$ cat src/rtl/uart_mem_loader.sv
// UART boot loader: receives a little-endian word count, then that many
// little-endian words over 8N1 serial, and writes them to memory.
module uart_mem_loader #(
  parameter int          CLKS_PER_BIT = 868,
  parameter logic [31:0] BASE_ADDR    = 32'h0000_0000,
  parameter int          MAX_WORDS    = 256
) (
  input  logic        clk,
  input  logic        reset,
  input  logic        uart_on,
  input  logic        rx,
  output logic        mem_we,
  output logic [31:0] mem_addr,
  output logic [31:0] mem_wdata,
  output logic        busy,
  output logic        done,
  output logic        frame_err
);

  localparam int CW = $clog2(CLKS_PER_BIT);
  localparam logic [CW-1:0] LAST = CW'(CLKS_PER_BIT - 1);
  localparam logic [CW-1:0] HALF = CW'(CLKS_PER_BIT / 2 - 1);

  typedef enum logic [1:0] {
    R_IDLE, R_START, R_DATA, R_STOP
  } rstate_t;

  typedef enum logic [1:0] {
    L_HDR, L_DATA, L_DONE, L_ERR
  } lstate_t;

  rstate_t rstate;
  lstate_t lstate;

  logic          rx_m, rx_s;
  logic [CW-1:0] cnt;
  logic [2:0]    idx;
  logic [7:0]    shreg;
  logic [7:0]    rx_byte;
  logic          byte_valid;
  logic          start_ok;
  logic          stop_err;

  logic [1:0]    bcnt;
  logic [23:0]   word_lo;
  logic [31:0]   asm_word;
  logic [31:0]   nwords;
  logic [31:0]   widx;
  logic          live;

  assign asm_word = {rx_byte, word_lo};
  assign live     = (lstate == L_HDR) || (lstate == L_DATA);

  always_ff @(posedge clk or negedge reset) begin
    if (!reset) begin
      rx_m <= 1'b1;
      rx_s <= 1'b1;
    end else begin
      rx_m <= rx;
      rx_s <= rx_m;
    end
  end

  always_ff @(posedge clk or negedge reset) begin
    if (!reset) begin
      rstate     <= R_IDLE;
      cnt        <= '0;
      idx        <= '0;
      shreg      <= '0;
      rx_byte    <= '0;
      byte_valid <= 1'b0;
      start_ok   <= 1'b0;
      stop_err   <= 1'b0;
    end else begin
      byte_valid <= 1'b0;
      start_ok   <= 1'b0;
      stop_err   <= 1'b0;
      if (!uart_on) begin
        rstate <= R_IDLE;
        cnt    <= '0;
        idx    <= '0;
      end else begin
        unique case (rstate)
          R_IDLE: begin
            cnt <= '0;
            idx <= '0;
            if (!rx_s && !done && !frame_err)
              rstate <= R_START;
          end
          R_START: begin
            if (cnt == HALF) begin
              cnt <= '0;
              if (!rx_s) begin
                rstate   <= R_DATA;
                start_ok <= 1'b1;
              end else begin
                rstate <= R_IDLE;
              end
            end else begin
              cnt <= cnt + 1'b1;
            end
          end
          R_DATA: begin
            if (cnt == LAST) begin
              cnt        <= '0;
              shreg[idx] <= rx_s;
              idx        <= idx + 1'b1;
              if (idx == 3'd7)
                rstate <= R_STOP;
            end else begin
              cnt <= cnt + 1'b1;
            end
          end
          R_STOP: begin
            if (cnt == LAST) begin
              cnt    <= '0;
              rstate <= R_IDLE;
              if (rx_s) begin
                byte_valid <= 1'b1;
                rx_byte    <= shreg;
              end else begin
                stop_err <= 1'b1;
              end
            end else begin
              cnt <= cnt + 1'b1;
            end
          end
          default: rstate <= R_IDLE;
        endcase
      end
    end
  end

  always_ff @(posedge clk or negedge reset) begin
    if (!reset) begin
      lstate    <= L_HDR;
      bcnt      <= '0;
      word_lo   <= '0;
      nwords    <= '0;
      widx      <= '0;
      mem_we    <= 1'b0;
      mem_addr  <= BASE_ADDR;
      mem_wdata <= '0;
      busy      <= 1'b0;
      done      <= 1'b0;
      frame_err <= 1'b0;
    end else begin
      mem_we <= 1'b0;
      if (start_ok && live)
        busy <= 1'b1;
      if (!uart_on) begin
        // Abort drops partial progress but keeps sticky status.
        if (live) begin
          lstate <= L_HDR;
          bcnt   <= '0;
          widx   <= '0;
          busy   <= 1'b0;
        end
      end else if (stop_err && live) begin
        lstate    <= L_ERR;
        frame_err <= 1'b1;
        busy      <= 1'b0;
      end else if (byte_valid && live) begin
        word_lo <= asm_word[31:8];
        bcnt    <= bcnt + 1'b1;
        if (bcnt == 2'd3) begin
          unique case (lstate)
            L_HDR: begin
              if (asm_word == 32'd0) begin
                lstate <= L_DONE;
                done   <= 1'b1;
                busy   <= 1'b0;
              end else if (asm_word > 32'(MAX_WORDS)) begin
                lstate    <= L_ERR;
                frame_err <= 1'b1;
                busy      <= 1'b0;
              end else begin
                lstate <= L_DATA;
                nwords <= asm_word;
                widx   <= '0;
              end
            end
            L_DATA: begin
              mem_we    <= 1'b1;
              mem_addr  <= BASE_ADDR + (widx << 2);
              mem_wdata <= asm_word;
              widx      <= widx + 1'b1;
              if (widx == nwords - 1'b1) begin
                lstate <= L_DONE;
                done   <= 1'b1;
                busy   <= 1'b0;
              end
            end
            L_DONE: ;
            L_ERR: ;
            default: ;
          endcase
        end
      end
    end
  end

endmodule

$ cat config.mk
export PLATFORM = sky130hd
export DESIGN_NAME = uart_mem_loader
export DESIGN_NICKNAME = d
export VERILOG_FILES = /design/src/rtl/uart_mem_loader.sv
export SDC_FILE = /design/constraint.sdc
export NUM_CORES = 1
export LEC_CHECK = 0
export ABC_AREA = 0
export CAP_MARGIN = 10
export CORE_MARGIN = 2
export CORE_UTILIZATION = 35
export CTS_BUF_LIST = sky130_fd_sc_hd__clkbuf_8
export CTS_CLUSTER_SIZE = 30
export DETAILED_ROUTE_END_ITERATION = 8
export SYNTH_ARGS = -nofsm -noshare
export SYNTH_HDL_FRONTEND = slang
export SYNTH_SLANG_ARGS = --single-unit
$ cat constraint.sdc
create_clock -name clk -period 7.83 [get_ports clk]
set_clock_uncertainty 0.05 [all_clocks]
set_input_delay 1.566 -clock clk [delete_from_list [all_inputs] [get_ports clk]]
set_output_delay 1.566 -clock clk [all_outputs]
set_load 0.03 [all_outputs]
# --- Yosys cells after proc, flatten, opt, wreduce, memory -nomap -nowiden ---
# Cells that the tools add are included.
totals:
  regBits: 194
  in_bits: 4
  out_inout_bits: 68
  wordCells: 165
op_classes:
  n_addsub: 5
  magnitude_cmp: 3
  n_eq_ne: 28
  mux: 73
  bitwise_logic: 3
  reduce_logical: 32
op_table:
  columns: ["op", "count"]
  rows:
  - ["two-way mux 32 bit", 7]
  - ["one-hot mux 32 bit (2 select lines)", 1]
  - ["two-way mux 2 bit", 18]
  - ["two-way mux 1 bit", 34]
  - ["adder 32 x 1 -> 32 bit, second input constant", 1]
  - ["== test 32 bit", 1]
  - ["greater-than comparator 32 x 9 -> 1 bit, second input constant", 1]
  - ["logical NOT 32 bit", 1]
  - ["subtractor 32 x 1 -> 32 bit, second input constant", 1]
  - ["two-way mux 10 bit", 3]
  - ["one-hot mux 10 bit (3 select lines)", 1]
  - ["inequality test 3 bit, second input constant", 7]
  - ["AND reduction 7 bit", 3]
  - ["AND reduction 5 bit", 3]
  - ["inequality test 3 x 1 -> 1 bit, second input constant", 4]
  - ["nonzero test 2 bit", 6]
  - ["adder 10 x 1 -> 10 bit, second input constant", 1]
  - ["== test 10 bit, second input constant", 1]
  - ["== test 10 x 9 -> 1 bit, second input constant", 1]
  - ["AND reduction 3 bit", 3]
  - ["bitwise mux 8 bit", 1]
  - ["inequality test 2 x 1 -> 1 bit, second input constant", 4]
  - ["one-hot mux 2 bit (4 select lines)", 1]
  - ["== test 2 bit, second input constant", 3]
  - ["23 further kinds", 37]

# --- Longest topological paths before layout ---
# Gate-level depths: netlist (run 1).
logic_depth:
  ltp_word: 11
  mapped_depth: 9
  depth_no_buf: 9

# --- Worst setup path before layout (run 1) ---
# No wires, ideal clock.
synth_path:
  path_kind: "input-to-reg"
  from: "input port uart_on"
  to: "register nwords[6]"
  setup_time_ns: 0.125
  t_arrival_ns: 3.122
  required_ns: 7.655
  setup_slack_ns: 4.534
  stages: 5
  path_buffers: 2
  cell_sequence: "clkbuf_1 o21ai_0 nor3_1 clkbuf_1 mux2_2"
synth_via:
  elab_chain_cells: 1
synth_rtl:
  columns: ["item", "line", "text"]
  rows:
  - ["start, declared", "10", "input logic uart_on,"]
  - ["AND reduction 7 bit (no source line)", null, null]
  - ["end signal, assigned", "179", "nwords <= asm_word;"]
  - ["end, declared", "47", "logic [31:0] nwords;"]
# No other way between the ends.
# A chain may end at the register's enable or synchronous reset.

# --- Worst setup path after layout (run 1) ---
layout_path:
  from: "input port uart_on"
  to: "register widx[11]"
layout_via:
  elab_chain_cells: 2
  elab_cells_between_ends: 9
  cone_classes: "eq/ne (6); mux (1); reduce/logical (2)"
layout_rtl:
  columns: ["item", "line", "text"]
  rows:
  - ["inequality test 3 bit (no source line), or another cell as far along", null, null]
  - ["AND reduction 7 bit (no source line)", null, null]
  - ["end signal, assigned", "187", "widx <= widx + 1'b1;"]
  - ["end, declared", "48", "logic [31:0] widx;"]
# Several ways; a longest one is shown, not always the timed one.

==> impl_metrics.tcl, run 1 <==
set metrics [dict create \
    status "finished clean" \
    final_max_slew_viol_count 0 \
    synth_top_area_share_pct 50.9 \
    routed_wl_um 21900 \
    final_cell_area_mm2 0.0108 \
    drive_above_1_share_pct 10.4 \
    cts_buffer_depth 2 \
    seq_area_frac_synth_pct 51.5 \
    drc 0 \
    ys_top_cells_by_count "nand2_1, dfrtp_1, nor2_1" \
    gr-usage-all-layers_pct 16.2 \
    area_growth_pct 14.4 \
    overflow 0 \
    clk_pin_slew_ns 0.12 \
    rsz0062_at_grt "false" \
    port_buffers 69 \
    drt_iter0_drc 394 \
    grt_antenna_before_repair 0 \
    cts.sinks 194 \
    die_h_um 168 \
    hpwlAfterDp_um 15100 \
    root_buffer "clkbuf_8" \
    cts_hold_buf 0 \
    wl_per_cell_um 16.0 \
    cts_buffers 17 \
    async_flop_share_pct 100 \
    rows 60 \
    worstSetupEndpointType "register" \
    irDropWorstVdd_mv 0.0837 \
    setup_viol 0 \
    finalPower_uw 1740 \
    ys_ff_latch 194 \
    critPathKind "in -> reg" \
    vias 7145 \
    clk_latency_ns 0.49 \
    firstDrtPassIters 4 \
    power.density_mw_per_mm2 161 \
    ant_nets 0 \
    nets 1029 \
    first_global_vias 7009 \
    viasPerCell 5.21 \
    synth.largest_area_cell "dfrtp_1" \
    synth_edf_count 0 \
    finalCritPeriodShare_pct 66.7 \
    fin_setup_tns_ns 0 \
    fmax_ghz 0.191 \
    finalHoldViolations 0 \
    gp_congestion 0.851 \
    cts_resized 0 \
    critPathArrivalTime_ns 5.57 \
    synth_most_common_cell "nand2_1" \
    path_max_fanout 70 \
    grt_pass1_wl_um 36900 \
    slew_headroom_pct 23.6 \
    finalCriticalPeriod_ns 5.22 \
    netlist_instances 980 \
    initial_core_util_pct 35.3 \
    ys_top_cells_by_area "dfrtp_1, nand2_1, mux2_2" \
    h-tree-depth 4 \
    die-area_mm2 0.0283 \
    tightest_slew_ns 1.15 \
    syn_avg_cell_area_um2 9.63 \
    place_area_mm2 0.0104 \
    grt_max_degree 128 \
    diodes 0 \
    required_ns 8.17 \
    start_kind "primary input" \
    synth.distinct_cells 70 \
    hold_class "reg -> reg" \
    synth_warnings 0 \
    p_leak_uw 0.00494 \
    syn-cell-area_mm2 0.00943 \
    io_pins 72 \
    core_area_mm2 0.0267 \
    post_cts_buffers 0 \
    r2r_setup_slack_ns 3.89 \
    cap_violations 0 \
    dieWidth_um 168 \
    tritoncts "done" \
    ys.flop_type "dfrtp_1" \
]
==> final timing paths <==
check	end	startpoint	cells after the start
setup / recovery	widx[11]	uart_on	8
hold / removal	rx_s	rx_m	0
setup reg to reg	widx[11]	lstate[1]	7
hold reg to reg	rx_s	rx_m	0
max in group asynchronous	widx[31]	reset	2
min in group asynchronous	mem_wdata[3]	reset	1
==> cell families (layout without fill, tap and decap cells) <==
group	after synthesis	in the layout	share of synthesized area, %
simple gates	476	476	24.5
flops	194	194	51.5
compound gates	110	110	7.72
buf+inv	76	126	3.20
xor+xnor	64	64	5.94
mux	52	52	6.14
fa+ha+maj	7	7	0.928
other cells	1	2	0.0397
==> flip-flops by register name (all words and copies together), names as in the netlist, 2 cells and up <==
register	count
widx	32
bcnt	2
nwords	32
mem_addr	30
rstate	2
cnt	10
word_lo	24
lstate	2
rx_byte	8
mem_wdata	32
shreg	8
idx	3
==> per-layer routing <==
layer | track usage, % | vias up | wire (um)
met3 | 2.75 | 26 | 539
met1 | 22.9 | 3554 | 10600
li1 | - | 3463 | -
met5 | 0 | - | 0
met4 | 5.10 | 0 | 391
met2 | 25.5 | 102 | 10400
==> power breakdown <==
group	leakage (uW)	internal, uW	total, uW	switching (uW)
combinational	0.00206	8.36	42.9	34.6
clock	0.000203	272	684	412
sequential	0.00268	1010	1010	7.06
==> cells in the final DEF (no fill, tap or decap), types with 6 or more instances in the layout <==
cell	instances
nand3_1	27
mux2_2	47
clkdlybuf4s50_1	68
clkbuf_8	18
dfrtp_1	192
nand2_1	225
nor4_1	33
and4_1	9
a31oi_1	6
o21ai_0	36
xor2_1	22
a21oi_1	21
nor3_1	14
xnor2_1	42
ha_1	7
nand4_1	25
nor2_1	63
or3_1	6
nor2b_1	26
inv_1	20
==> layout make-up <==
type / instances / area, um^2
inverters: 21 / 78.8
flip-flops and latches: 194 / 4860
repair buffers: 73 / 724
fillers: 2641 / 15900
multi-input cells: 711 / 4290
well taps: 341 / 427
clock inverters: 15 / 181
clock buffers: 17 / 234
==> through the flow <==
stage	cells	hold WS [ns]	utilization, %	worst slack (ns)
3_5_place_dp	1340	0.301	38.8	2.11
6_report	1372	0.316	40.4	2.61
5_1_grt	1372	0.326	40.4	2.26
4_1_cts	1372	0.318	40.4	2.60
2_1_floorplan	981	0.295	-	4.53
3_3_place_gp	1340	0.297	38.8	2.15
==> critical path: stages <==
cell             delay (ns)
clkdlybuf4s50_1        0.90
nor2b_1                0.36
and3_1                 0.97
nand3_2                0.12
buf_4                  0.38
inv_2                  0.85
nand4_1                0.15
o21ai_0                0.19
Note: power is estimated with default switching activity, not from simulation.
==> inputs of run 2 (changes only) <==
- clock period: 7.83 -> 4.4 ns (I/O delays scaled with it)
==> run 2 against run 1 <==
- global-route usage up 0.22 points
- die area unchanged
- non-clock buffer count up 6
==> impl_metrics.tcl, run 2 (synthesized netlist as in run 1, its figures left out) <==
set metrics [dict create \
    cpMostUsedCell "a2111oi_0" \
    slew_headroom_pct 43.9 \
    drt_iter0_drc 453 \
    firstDrtPassIters 5 \
    finalCritPeriodShare_pct 70.1 \
    crit_chain "inv_1, ha_1, nor3b_2, xnor2_1, a2111oi_0, nand4b_1, a2111oi_0, and4_4, o21ai_0" \
    cpPeakStageDelay_ns 0.54 \
    start_kind "register" \
    final_common_cell "nand2_1" \
    finalPower_uw 3180 \
    drive_above_1_share_pct 10.9 \
    finalHoldViolations 0 \
    clk_pin_slew_ns 0.12 \
    fmax_ghz 0.324 \
    dr_wl_met2_um 10500 \
    dr.max_layer_used "met4" \
    diodes 0 \
    final_cell_area_mm2 0.0109 \
    place_area_mm2 0.0104 \
    cts_hold_buf 0 \
    pre_cts_slack_ns 1.28 \
    status "finished clean" \
    path_max_fanout 10 \
    h-tree-depth 4 \
    final_cell_mix "nand2_1, dfrtp_1, clkdlybuf4s50_1" \
    worstSetupEndpointType "register" \
    die-area_mm2 0.0283 \
    gp_congestion 0.859 \
    cap_violations 0 \
    grt_antenna_before_repair 0 \
    drc 0 \
    overflow 0 \
    initial_core_util_pct 35.3 \
    grt_max_degree 92 \
    critPathArrivalTime_ns 3.40 \
    die_h_um 168 \
    hold_ws_ns 0.318 \
    vias 7124 \
    required_ns 4.72 \
    tritoncts "done" \
    io_pins 72 \
    root_buffer "clkbuf_8" \
    setup_viol 0 \
    fin_setup_tns_ns 0 \
    n_fill_cell 2649 \
    reg_top3 "mem_wdata x32, nwords x32, widx x32" \
    port_buffers 69 \
    viasPerCell 5.17 \
    routed_wl_um 22300 \
    cts_buffers 17 \
    irDropWorstVdd_mv 0.185 \
    clk_latency_ns 0.49 \
    drt-met1-wl_um 11000 \
    cts.sinks 194 \
    wl_per_cell_um 16.2 \
    post_cts_buffers 0 \
    r2r_setup_slack_ns 1.31 \
    hpwlAfterDp_um 15500 \
    crit_path_top_delay_cell "nor3b_2" \
    dieWidth_um 168 \
    rows 60 \
    core_area_mm2 0.0267 \
    cts_resized 0 \
    area_growth_pct 15.6 \
    nets 1035 \
    first_global_vias 6988 \
    rsz0062_at_grt "false" \
    ant_nets 0 \
    cts_buffer_depth 2 \
    routed-wl-met3_um 630 \
    final_max_slew_viol_count 0 \
    postLayoutSetupSlackWorst_ns 1.31 \
    finalCriticalPeriod_ns 3.09 \
    critPathKind "reg -> reg" \
    gr-usage-all-layers_pct 16.4 \
    grt_pass1_wl_um 37300 \
    hold_class "reg -> reg" \
    tightest_slew_ns 0.834 \
    p_leak_uw 0.00500 \
    power.density_mw_per_mm2 291 \
]
==> run 2: layer usage <==
| metal | global-route usage (%) | up-vias |
|---|---|---|
| met2 | 26.6 | 131 |
| met4 | 3.82 | 0 |
| met3 | 2.75 | 14 |
| met5 | 0 | - |
| met1 | 23.1 | 3510 |
| li1 | - | 3469 |
==> run 2: cell type report <==
class                      count  area, um^2  area share (%)
clock inverter                15         228            2.09
inverter                      21        78.8           0.723
tap                          341         427            3.91
sequential                   194        4860            44.5
multi-input combinational    711        4290            39.3
timing repair buffer          79         795            7.28
clock buffer                  17         234            2.14
==> run 2: worst paths after layout <==
kind | from | endpoint | cells after the start
worst max register to register | nwords[0] | lstate[0] | 9
worst max-delay path | nwords[0] | lstate[0] | 9
worst min-delay path | rx_m | rx_s | 0
min in group asynchronous | reset | mem_addr[6] | 1
max in group asynchronous | reset | rx_m | 2
worst min register to register | rx_m | rx_s | 0
==> run 2: where the power goes <==
part / leakage (uW) / internal (uW) / switching (uW)
clock network: 0.000228 / 478 / 815
registers: 0.00268 / 1790 / 12.8
logic: 0.00210 / 17.4 / 63.4
==> run 2: critical path, delay by kind of cell (launching register included) <==
kind | cells | cell delay [ns]
DFF | 1 | 0.47
AOI/OAI and AO/OA | 3 | 0.95
buffers and inverters | 1 | 0.13
adders and majority gates | 1 | 0.22
and+or+nand+nor | 3 | 1.03
xor gates and xnor gates | 1 | 0.13
==> run 2: metrics by stage <==
| step | utilization (%) | instances |
|---|---|---|
| 3_3_place_gp | 39.1 | 1346 |
| 4_1_cts | 40.8 | 1378 |
| 2_1_floorplan | - | 981 |
| 6_report | 40.8 | 1378 |
| 3_5_place_dp | 39.1 | 1346 |
| 5_1_grt | 40.8 | 1378 |
==> inputs of run 3 (changes only) <==
- clock period: 4.4 -> 2.65 ns (I/O delays scaled with it)
==> run 3 against run 2 <==
- largest power group unchanged
- combinational power is 83% higher
- highest routed layer unchanged
- via count rose by 6.5%
- worst setup slack worse by 1.4 ns
- die area is the same
- maximum frequency increased by 14%
- the flow now finishes with violations (setup timing)
- wire length up 8.2%
- clock power increased by 62%
- largest cell class unchanged
==> impl_metrics.tcl, run 3 (synthesized netlist as in run 1, its figures left out) <==
set metrics [dict create \
    die-area_mm2 0.0283 \
    ant_nets 0 \
    setup_viol 1 \
    r2r_setup_slack_ns -0.06 \
    finalPower_uw 5230 \
    hpwlAfterDp_um 17400 \
    multiInputGateArea_mm2 0.00442 \
    worstSetupEndpointType "register" \
    postLayoutSetupSlackWorst_ns -0.0595 \
    status "finished, violations left" \
    finalCriticalPeriod_ns 2.71 \
    drc 0 \
    dr_wl_met2_um 11500 \
    firstDrtPassIters 4 \
    cpPeakStageDelay_ns 0.54 \
    drive_above_1_share_pct 20.5 \
    vias 7588 \
    initial_core_util_pct 35.3 \
    fmax_ghz 0.369 \
    viasPerCell 5.11 \
    dieWidth_um 168 \
    pre_cts_slack_ns -0.0814 \
    start_kind "register" \
    finalCritPeriodShare_pct 102 \
    grt_pass1_wl_um 40300 \
    violations "setup timing" \
    hold_ws_ns 0.321 \
    p_leak_uw 0.00556 \
    drt-met1-wl_um 11600 \
    finalHoldViolations 0 \
    clk_pin_slew_ns 0.13 \
    overflow 0 \
    clk_latency_ns 0.49 \
    critPathKind "reg -> reg" \
    dp_cells 1437 \
    min-delay-start "rx_m" \
    h-tree-depth 4 \
    crit_chain "or4_4, or4_4, o211a_1, o211ai_1, nor4_2, and4_4, o41a_1" \
    holdPathEnd "rx_s" \
    power.density_mw_per_mm2 441 \
    required_ns 2.96 \
    critPathArrivalTime_ns 3.02 \
    cts_buffers 17 \
    tritoncts "done" \
    cts_buffer_depth 2 \
    fin_cells 1484 \
    core_area_mm2 0.0267 \
    grt_antenna_before_repair 0 \
    routed-wl-met3_um 751 \
    hold_class "reg -> reg" \
    irDropWorstVdd_mv 0.308 \
    tightest_slew_ns 0.600 \
    port_buffers 69 \
    cp_top_family "simple AND/OR/NAND/NOR gates" \
    cts.sinks 194 \
    worstRegToRegCells 7 \
    gp_congestion 0.861 \
    rsz0062_at_grt "true" \
    slew_headroom_pct 60.0 \
    first_global_vias 7727 \
    dr.max_layer_used "met4" \
    cpMostUsedCell "or4_4" \
    rows 60 \
    path_max_fanout 4 \
    worst-path-buf-inv 0 \
    diodes 0 \
    root_buffer "clkbuf_8" \
    final_common_cell "nand2_1" \
    n_fill_cell 2589 \
    r2r_start "nwords[15]" \
    min_path_cells 0 \
    area_growth_pct 25.8 \
    final_max_slew_viol_count 0 \
    io_pins 72 \
    cap_violations 0 \
    nets 1141 \
    crit_path_top_delay_cell "or4_4" \
    routed_wl_um 24200 \
    grt_max_degree 101 \
    regArea_mm2 0.00486 \
    gr-usage-all-layers_pct 17.8 \
    final_cell_mix "nand2_1, dfrtp_1, buf_4" \
    timing.rr.end "lstate[1]" \
    drt_iter0_drc 509 \
    die_h_um 168 \
    wl_per_cell_um 16.3 \
    reg_top3 "mem_wdata x32, nwords x32, widx x32" \
]
## run 3: report_power, final
part           internal (uW)  total (uW)  switching (uW)
logic                   40.6         148             108
registers               2970        2990            20.2
clock network            770        2090            1320
## run 3: metal layers
metal | vias up | GRT usage [%]
met5 | - | 0
met4 | 0 | 4.54
met3 | 21 | 2.54
met2 | 130 | 29.2
met1 | 3737 | 24.8
li1 | 3700 | -
## run 3: worst max-delay path by stage
| stage | cells past startpoint | start | endpoint | slack (ns) |
|---|---|---|---|---|
| final | 7 | nwords[15] | lstate[1] | -0.06 |
| after global routing | 7 | nwords[15] | lstate[1] | -0.10 |
| after CTS | 7 | nwords[15] | lstate[1] | -0.05 |
| after detailed placement | 10 | nwords[0] | lstate[0] | -0.08 |
| after global placement | 7 | nwords[15] | lstate[0] | -0.02 |
| after floorplan | 7 | nwords[15] | lstate[1] | 0.09 |
## run 3: through the flow
stage,cell area (um^2),TNS (ns),utilization [%]
after floorplan,9440,0,-
after global placement,11200,-0.0295,41.8
after detailed placement,11200,-0.241,41.8
after CTS,11700,-0.184,43.8
after global routing,11900,-0.223,44.4
final,11900,-0.0595,44.4
## run 3: timing repair
item / CTS / global route
endpoints found under the hold margin: 4 / 0
hold buffers: 1 / 0
setup endpoints to repair: 4 / 34
setup buffers: 6 / 8
cloned: 0 / 0
pin swaps: 4 / 9
gates resized for setup: 5 / 21
## run 3: layout make-up
| cell class | instances | area share (%) |
|---|---|---|
| Sequential cell | 194 | 40.9 |
| Multi-Input combinational cell | 711 | 37.2 |
| Timing Repair Buffer | 185 | 13.9 |
| Tap cell | 341 | 3.59 |
| Clock buffer | 17 | 1.97 |
| Clock inverter | 15 | 1.77 |
| Inverter | 21 | 0.664 |
## run 3: worst register-to-register path, stage by stage (launching register included)
cell and delay, ns:
dfrtp_1 0.40, or4_4 0.54, or4_4 0.52, o211a_1 0.23, o211ai_1 0.25, nor4_2 0.07, and4_4 0.23, o41a_1 0.31
